## config.mk

```make
export PLATFORM = sky130hd
export DESIGN_NAME = muldiv_seq
export DESIGN_NICKNAME = d
export VERILOG_FILES = /design/src/rtl/muldiv_pkg.sv /design/src/rtl/muldiv_div_step.sv /design/src/rtl/muldiv_seq.sv
export SDC_FILE = /design/constraint.sdc
export NUM_CORES = 2
export LEC_CHECK = 0
export BUFFER_PORTS_ARGS = -buffer_cell sky130_fd_sc_hd__buf_4
export CORE_MARGIN = 5
export CORE_UTILIZATION = 60
export CTS_CLUSTER_SIZE = 24
export DETAILED_ROUTE_END_ITERATION = 6
export PLACE_DENSITY = 0.86
export SLEW_MARGIN = 0
export SYNTH_ARGS = -nofsm -noshare
export SYNTH_HDL_FRONTEND = slang
export SYNTH_SLANG_ARGS = --single-unit
export TNS_END_PERCENT = 20
```

## constraint.sdc

```tcl
create_clock -name clk_i -period 9.65 [get_ports clk_i]
set_clock_uncertainty 0.2 [all_clocks]
set_input_delay 0.4825 -clock clk_i [delete_from_list [all_inputs] [get_ports clk_i]]
set_output_delay 0.4825 -clock clk_i [all_outputs]
set_load 0.05 [all_outputs]
```

## src/rtl/muldiv_pkg.sv

```systemverilog
// Shared encodings for the multi-cycle M-extension sequencer: funct3 ops,
// FSM states and the operand width.
package muldiv_pkg;

  localparam int unsigned XLEN = 32;

  localparam logic [2:0] OpMul    = 3'b000;
  localparam logic [2:0] OpMulh   = 3'b001;
  localparam logic [2:0] OpMulhsu = 3'b010;
  localparam logic [2:0] OpMulhu  = 3'b011;
  localparam logic [2:0] OpDiv    = 3'b100;
  localparam logic [2:0] OpDivu   = 3'b101;
  localparam logic [2:0] OpRem    = 3'b110;
  localparam logic [2:0] OpRemu   = 3'b111;

  typedef enum logic [2:0] {
    StIdle = 3'd0,
    StMul  = 3'd1,
    StDiv  = 3'd2,
    StFix  = 3'd3,
    StDone = 3'd4
  } state_e;

  // rs1 is treated as signed for MULH, MULHSU, DIV and REM.
  function automatic logic rs1_signed(input logic [2:0] op);
    return (op == OpMulh) || (op == OpMulhsu) || (op == OpDiv) || (op == OpRem);
  endfunction

  // rs2 is treated as signed for MULH, DIV and REM only.
  function automatic logic rs2_signed(input logic [2:0] op);
    return (op == OpMulh) || (op == OpDiv) || (op == OpRem);
  endfunction

endpackage

```

## src/rtl/muldiv_div_step.sv

```systemverilog
// One restoring shift-subtract divide iteration on unsigned magnitudes.
module muldiv_div_step
  import muldiv_pkg::*;
(
  input  logic [XLEN-1:0] rem_i,
  input  logic [XLEN-1:0] quo_i,
  input  logic [XLEN-1:0] div_i,
  output logic [XLEN-1:0] rem_o,
  output logic [XLEN-1:0] quo_o
);

  logic [XLEN:0] rem_sh;
  logic [XLEN:0] diff;

  // Shifted remainder needs one extra bit; the difference always fits XLEN
  // because the incoming remainder is already below the divisor.
  assign rem_sh = {rem_i, quo_i[XLEN-1]};
  assign diff   = rem_sh - {1'b0, div_i};

  always_comb begin
    if (rem_sh >= {1'b0, div_i}) begin
      rem_o = diff[XLEN-1:0];
      quo_o = {quo_i[XLEN-2:0], 1'b1};
    end else begin
      rem_o = rem_sh[XLEN-1:0];
      quo_o = {quo_i[XLEN-2:0], 1'b0};
    end
  end

endmodule

```

## src/rtl/muldiv_seq.sv

```systemverilog
// Multi-cycle MUL/DIV/REM sequencer: single-cycle registered multiply, 32-step
// shift-subtract divide with sign fix-up, busy stall and one-cycle valid strobe.
module muldiv_seq #(
  parameter int unsigned XLEN = 32
) (
  input  logic            clk_i,
  input  logic            reset_i,
  input  logic            start_i,
  input  logic [2:0]      op_i,
  input  logic [XLEN-1:0] rs1_i,
  input  logic [XLEN-1:0] rs2_i,
  input  logic            flush_i,
  output logic            busy_o,
  output logic            valid_o,
  output logic [XLEN-1:0] result_o
);

  import muldiv_pkg::*;

  state_e          state_q, state_d;
  logic [2:0]      op_q, op_d;
  logic            sign_a_q, sign_a_d;
  logic            sign_b_q, sign_b_d;
  logic [XLEN-1:0] mag_a_q, mag_a_d;   // multiplicand, or dividend then quotient
  logic [XLEN-1:0] mag_b_q, mag_b_d;   // multiplier or divisor
  logic [XLEN-1:0] rem_q, rem_d;
  logic [4:0]      cnt_q, cnt_d;
  logic [XLEN-1:0] result_q, result_d;

  logic [2*XLEN-1:0] prod_abs;
  logic [2*XLEN-1:0] prod;
  logic [XLEN-1:0]   step_rem;
  logic [XLEN-1:0]   step_quo;
  logic [XLEN-1:0]   fix_quo;
  logic [XLEN-1:0]   fix_rem;
  logic              in_sign_a;
  logic              in_sign_b;

  muldiv_div_step u_div_step (
    .rem_i (rem_q),
    .quo_i (mag_a_q),
    .div_i (mag_b_q),
    .rem_o (step_rem),
    .quo_o (step_quo)
  );

  assign prod_abs  = {{XLEN{1'b0}}, mag_a_q} * {{XLEN{1'b0}}, mag_b_q};
  assign prod      = (sign_a_q ^ sign_b_q) ? -prod_abs : prod_abs;
  assign fix_quo   = (sign_a_q ^ sign_b_q) ? -mag_a_q : mag_a_q;
  assign fix_rem   = sign_a_q ? -rem_q : rem_q;
  assign in_sign_a = rs1_i[XLEN-1] & rs1_signed(op_i);
  assign in_sign_b = rs2_i[XLEN-1] & rs2_signed(op_i);

  always_comb begin
    state_d  = state_q;
    op_d     = op_q;
    sign_a_d = sign_a_q;
    sign_b_d = sign_b_q;
    mag_a_d  = mag_a_q;
    mag_b_d  = mag_b_q;
    rem_d    = rem_q;
    cnt_d    = cnt_q;
    result_d = result_q;

    if (flush_i) begin
      // Flush wins over a simultaneous start and never touches result_q.
      state_d = StIdle;
      cnt_d   = '0;
    end else begin
      unique case (state_q)
        StIdle, StDone: begin
          state_d = StIdle;
          if (start_i) begin
            op_d     = op_i;
            sign_a_d = in_sign_a;
            sign_b_d = in_sign_b;
            mag_a_d  = in_sign_a ? -rs1_i : rs1_i;
            mag_b_d  = in_sign_b ? -rs2_i : rs2_i;
            rem_d    = '0;
            cnt_d    = '0;
            if (!op_i[2]) begin
              state_d = StMul;
            end else if (rs2_i == '0) begin
              result_d = op_i[1] ? rs1_i : {XLEN{1'b1}};
              state_d  = StDone;
            end else if (!op_i[0] && rs1_i == {1'b1, {(XLEN-1){1'b0}}} &&
                         rs2_i == {XLEN{1'b1}}) begin
              result_d = op_i[1] ? '0 : {1'b1, {(XLEN-1){1'b0}}};
              state_d  = StDone;
            end else begin
              state_d = StDiv;
            end
          end
        end
        StMul: begin
          result_d = (op_q == OpMul) ? prod[XLEN-1:0] : prod[2*XLEN-1:XLEN];
          state_d  = StDone;
        end
        StDiv: begin
          rem_d   = step_rem;
          mag_a_d = step_quo;
          if (cnt_q == 5'd31) begin
            cnt_d   = '0;
            state_d = StFix;
          end else begin
            cnt_d = cnt_q + 5'd1;
          end
        end
        StFix: begin
          result_d = op_q[1] ? fix_rem : fix_quo;
          state_d  = StDone;
        end
        default: state_d = StIdle;
      endcase
    end
  end

  always_ff @(posedge clk_i or negedge reset_i) begin
    if (!reset_i) begin
      state_q  <= StIdle;
      op_q     <= '0;
      sign_a_q <= 1'b0;
      sign_b_q <= 1'b0;
      mag_a_q  <= '0;
      mag_b_q  <= '0;
      rem_q    <= '0;
      cnt_q    <= '0;
      result_q <= '0;
    end else begin
      state_q  <= state_d;
      op_q     <= op_d;
      sign_a_q <= sign_a_d;
      sign_b_q <= sign_b_d;
      mag_a_q  <= mag_a_d;
      mag_b_q  <= mag_b_d;
      rem_q    <= rem_d;
      cnt_q    <= cnt_d;
      result_q <= result_d;
    end
  end

  assign busy_o   = (state_q == StMul) || (state_q == StDiv) || (state_q == StFix);
  assign valid_o  = (state_q == StDone);
  assign result_o = result_q;

endmodule

```

* Yosys cells after proc, flatten, opt, wreduce, memory -nomap -nowiden *
Cells that the tools add are included.
W data, S select, Z words.

storage, ports and cells
  register bits after elaboration = 141
  bits of input ports = 71
  output and inout port bits = 34
  logic and storage cells = 91

cells by class
  add/sub/neg operators = 7
  multipliers = 1
  order comparisons = 1
  eq/ne operators = 16
  muxes and demuxes = 31
  bitwise gates (word level) = 4
  reduce and logical (&&, ||, !) cells = 22

operators by type and width
  kind                    count
  $mux W32                15
  $neg A32 Y32            4
  $pmux W32 S2            2
  $pmux W32 S3            1
  $eq A32 B32 Y1 const B  2
  $mul A32 B32 Y64        1
  $mux W64                1
  $neg A64 Y64            1
  $ge A33 B32 Y1          1
  $logic_not A32 Y1       1
  $sub A32 B32 Y32        1
  $mux W3                 6
  $mux W5                 3
  $pmux W5 S2             1
  $eq A3 B2 Y1 const B    3
  $eq A3 B3 Y1 const B    3
  $ne A3 B3 Y1 const B    3
  $pmux W3 S3             1
  $logic_or A1 B1 Y1      7
  $eq A3 B1 Y1 const B    2
  $logic_not A3 Y1        2
  $reduce_and A3 Y1       2
  $reduce_bool A3 Y1      2
  $add A5 B1 Y5 const B   1
  other kinds (12)        16

* Longest topological paths before layout *
  depth after elaboration = 9
  gate-level depth with buffers = 34
  depth with buffers taken out = 30

* Cells and area by module *
A second synthesis with hierarchy kept.

second synthesis, totals
  cell total of the unflattened synthesis = 5740
  area total of the unflattened synthesis = 48104.9 µm²

by module, submodules not included
  module           times used  cells each  area an instance (µm²)  sequential area each (µm²)
  muldiv_seq       1           5386        45541.2                 3528.4
  muldiv_div_step  1           354         2563.7                  0.0

* Least setup slack after synthesis *
No wires, ideal clock.

  path kind = register -> register
  from = reg mag_a_q[9]
  to = reg result_q[21], in the netlist result_o[21]
  setup time = 0.149 ns
  arrival = 8.325 ns
  data required time = 9.301 ns
  slack = 0.976 ns
  stages on the path, launching flop included = 34
  path buffers = 4
  clock period less this slack = 8.674 ns
  cells stage by stage = dfrtp_1 -> clkbuf_1 -> buf_1 -> nand2_1 -> fa_1 -> inv_1 -> fa_1 -> fa_1 -> inv_1 -> fa_1 -> inv_1 -> fa_1 -> inv_1 -> fa_1 -> inv_1 -> fa_1 -> inv_1 -> fa_1 -> inv_1 -> ha_1 -> buf_2 -> nand4_1 -> nand2b_1 -> a2111oi_4 -> o31ai_4 -> o21a_2 -> o311a_1 -> a2111oi_4 -> nand2_2 -> or2_1 -> buf_6 -> nor4_2 -> mux2i_1 -> a41oi_1

on the way
  word-level cells in the longest chain between the ends = 5
  elaborated cells on any way between the ends = 8
  those cells by class = 2 x add/sub; 1 x mul; 5 x mux

ends and longest elaborated chain
  what                      line               text
  start: declaration        muldiv_seq.sv:24   logic [XLEN-1:0] mag_a_q, mag_a_d;
  start signal: assignment  muldiv_seq.sv:134  mag_a_q <= mag_a_d;
  $mul A32 B32 Y64          muldiv_seq.sv:47   assign prod_abs = {{XLEN{1'b0}}, mag_a_q} * {{XLEN{1'b0}}, mag_b_q};
  $neg A64 Y64              muldiv_seq.sv:48   assign prod = (sign_a_q ^ sign_b_q) ? -prod_abs : prod_abs;
  $mux W64                  muldiv_seq.sv:48
  $mux W32                  muldiv_seq.sv:96   result_d = (op_q == OpMul) ? prod[XLEN-1:0] : prod[2*XLEN-1:XLEN];
  $pmux W32 S3 (*)          muldiv_seq.sv:70   unique case (state_q)
  end signal: assignment    muldiv_seq.sv:138  result_q <= result_d;
  end: declaration          muldiv_seq.sv:28   logic [XLEN-1:0] result_q, result_d;

Mark *: on every way between the ends. The rest lies on a longest branch, timed or not.
A chain may end at the register's enable or synchronous reset.

* Final worst setup path *
  from = reg mag_a_q[15]
  to = reg result_q[14], in the netlist result_o[14]

on the way
  word-level cells in the longest chain between the ends = 5

ends and longest elaborated chain
  what                  line
  $mul A32 B32 Y64 (*)  muldiv_seq.sv:47
  $neg A64 Y64          muldiv_seq.sv:48
  $mux W64 (*)          muldiv_seq.sv:48
  $mux W32 (*)          muldiv_seq.sv:96
  $pmux W32 S3 (*)      muldiv_seq.sv:70

Marks and branches as above.

==> results_dict.tcl <==
set metrics [dict create \
    avgSynthCellArea_um2 8.42 \
    post-synth-top-count-cell "inv_1" \
    ys_async_sr_fraction_pct 100 \
    crit_path_top_delay_cell "fa_1" \
    rsz0062_at_grt "no" \
    synthMuxAreaShare_pct 1.10 \
    cts-buffers-inserted 17 \
    synth_commonest_cells "inv_1 (952), fa_1 (897), nand2_1 (723)" \
    crit_family "adder cells" \
    utilization_pct 65.2 \
    use_met2_pct 59.9 \
    root_buffer "clkbuf_16" \
    fmax_mhz 106 \
    ys_seq_area_share_pct 7.48 \
    wirelength_um 167000 \
    synth_area_um2 47200 \
    die_w_um 290 \
    drc_errors 0 \
    cp_max_fo 20 \
    grt_use_met1_pct 50.9 \
    insertion_delay_ns 0.50 \
    crit_top_cell "fa_1" \
    finalHoldWorstSlack_ns 0.0458 \
    period_share_pct 97.6 \
    grt_max_degree 87 \
    busiest_layer "met2" \
    cts_sinks 141 \
    vias_per_cell 6.21 \
    first_pass_iters 6 \
    cp_num_buf_inv 5 \
    nNetsFinal 6884 \
    start_util_pct 60.7 \
    cp_data_arrival_time_ns 9.65 \
    synth_top_family_by_area "adder cells" \
    globalRouteTotalUtil_pct 39.4 \
    path_class "flop to flop" \
    ys.flop_type "dfrtp_1" \
    grt_pass1_wl_um 253000 \
    slowest_delay_ns 0.66 \
    ioPinCount 105 \
    tritoncts "built" \
    synthCells 5602 \
    drive_above_1_share_pct 8.59 \
    cts-htree-levels 4 \
    synth_top_area_cell "fa_1" \
    core-area_um2 77700 \
    synth_simple_gate_area_share_pct 19.5 \
    tns_ns 0 \
    synth-adder-area-share_pct 46.1 \
    synth_area_leaders "fa_1 (38%), ha_1 (8.1%), inv_1 (7.6%)" \
    gp_congestion 1.03 \
    max-cap-violations 0 \
    synth-xor-area-share_pct 4.08 \
    die-area_um2 84300 \
    ys_ff_latch 141 \
    cts_buffer_depth 2 \
    antenna_found_initial 11 \
    synth-compound-area-share_pct 11.3 \
    synth_nets 6874 \
    outcome "finished clean" \
    maxSlewHeadroom_pct 22.0 \
    ys_types 97 \
    tightest_slew_ns 1.16 \
    end_kind "flop" \
    hold_viol 0 \
    hpwlAfterDp_um 139000 \
    num-fill-cells 6258 \
    grt-ovfl-total 0 \
    clk_pin_slew_ns 0.07 \
    numPortBuffers 104 \
    met3_usage_pct 9.80 \
    wire_per_inst_um 25.0 \
    period_needed_ns 9.42 \
    rows 102 \
    drv_slew 0 \
    synth_edf_count 0 \
    startpoint_type "flop" \
    hold_path.class "input port to flop" \
    area_growth_pct 7.38 \
    ant_nets 0 \
    setup_viol_count_final 0 \
    yosysTopAreaCellShare_pct 38.1 \
    fp.dieH_um 290 \
    yosys_warnings 0 \
    first_global_vias 42900 \
    initialDrtViolationCount 4513 \
    vias 41400 \
    crit_required_ns 9.88 \
]
metrics by stage:
step	cells	cell area, um2	setup WS [ns]
after floorplan	5602	47200	0.976
after global routing	6665	50600	0.0180
final	6668	50600	0.231
after global placement	6629	49800	0.0685
after CTS	6663	50500	0.0139
after detailed placement	6629	49800	0.0100
placed cells by master, fill, tap and decap left out, types with 48 or more instances in the layout:
cell / count
a21oi_1: 225
and2_1: 524
buf_4: 315
dfrtp_1: 97
fa_1: 897
ha_1: 301
inv_1: 952
nand2_1: 723
nand3_1: 48
nor2_1: 258
o21ai_0: 263
xnor2_1: 130
xor2_1: 86
metal layers:
layer / part of all wire, % / wire [um]
met1: 37 / 61000
met2: 44 / 73300
met3: 11 / 18900
met4: 8.0 / 13300
met5: 0.040 / 66
timing repair:
action | in CTS | in global routing
pin swaps | 0 | 4
endpoints found under the hold margin | 85 | 0
gates cloned | 0 | 0
gates resized for setup | 4 | 67
endpoints found under the setup margin | 4 | 27
hold buffers | 2 | 0
buffers inserted | 0 | 2
final timing paths:
check	startpoint	end	slack, ns	cells after the start
min	op_i[0]	op_q[0]$_DFFE_PN0P_	0.05	3
max in group asynchronous	reset_i	mag_b_q[11]$_DFFE_PN0P_	7.18	3
min in group asynchronous	reset_i	mag_b_q[29]$_DFFE_PN0P_	0.44	2
max reg2reg	mag_a_q[15]$_DFFE_PN0P_	result_o[14]$_DFFE_PN0P_	0.23	27
max	mag_a_q[15]$_DFFE_PN0P_	result_o[14]$_DFFE_PN0P_	0.23	27
min reg2reg	result_o[9]$_DFFE_PN0P_	result_o[9]$_DFFE_PN0P_	0.31	2
worst register-to-register path: stages (launching register included):
cell and delay (ns):
dfrtp_2 0.54, buf_6 0.30, nand2_1 0.13, fa_1 0.55, inv_1 0.05, fa_1 0.49
inv_1 0.05, fa_1 0.49, inv_1 0.06, fa_1 0.51, fa_1 0.66, fa_1 0.46
fa_1 0.54, fa_1 0.49, ha_1 0.35, a21oi_1 0.26, o21ai_0 0.18, or2_2 0.34
o31ai_4 0.27, buf_12 0.17, o21a_2 0.19, o21bai_1 0.08, xnor2_1 0.38, nand3b_1 0.37
nor3_4 0.36, a2111oi_0 0.15, a311oi_1 0.51, o22a_1 0.22
final cells by class:
| class | count | area (um2) | area share (%) |
|---|---|---|---|
| multi-input cells | 4164 | 38900 | 76.7 |
| inverters | 954 | 3580 | 7.07 |
| diodes | 3 | 7.51 | 0.0148 |
| flip-flops and latches | 141 | 3600 | 7.11 |
| repair buffers | 334 | 2680 | 5.29 |
| clock buffers | 20 | 457 | 0.902 |
| well taps | 1040 | 1300 | 2.57 |
| clock inverters | 12 | 150 | 0.296 |
state kept, by name, summed over array words and instances, names as in the netlist:
signal / flops
op_q: 3
sign_a_q: 1
mag_a_q: 32
result_o: 32
sign_b_q: 1
state_q: 3
mag_b_q: 32
rem_q: 32
cnt_q: 5
logic make-up after synthesis:
family / count (synthesis)
simple gates: 1848
buf+inv: 1297
compound gates: 845
fa+ha+maj: 1201
mux: 51
flops: 141
xor+xnor: 219
Power is not shown: default switching activity piles up to over one toggle a cycle in this logic, so the estimate is an artifact.
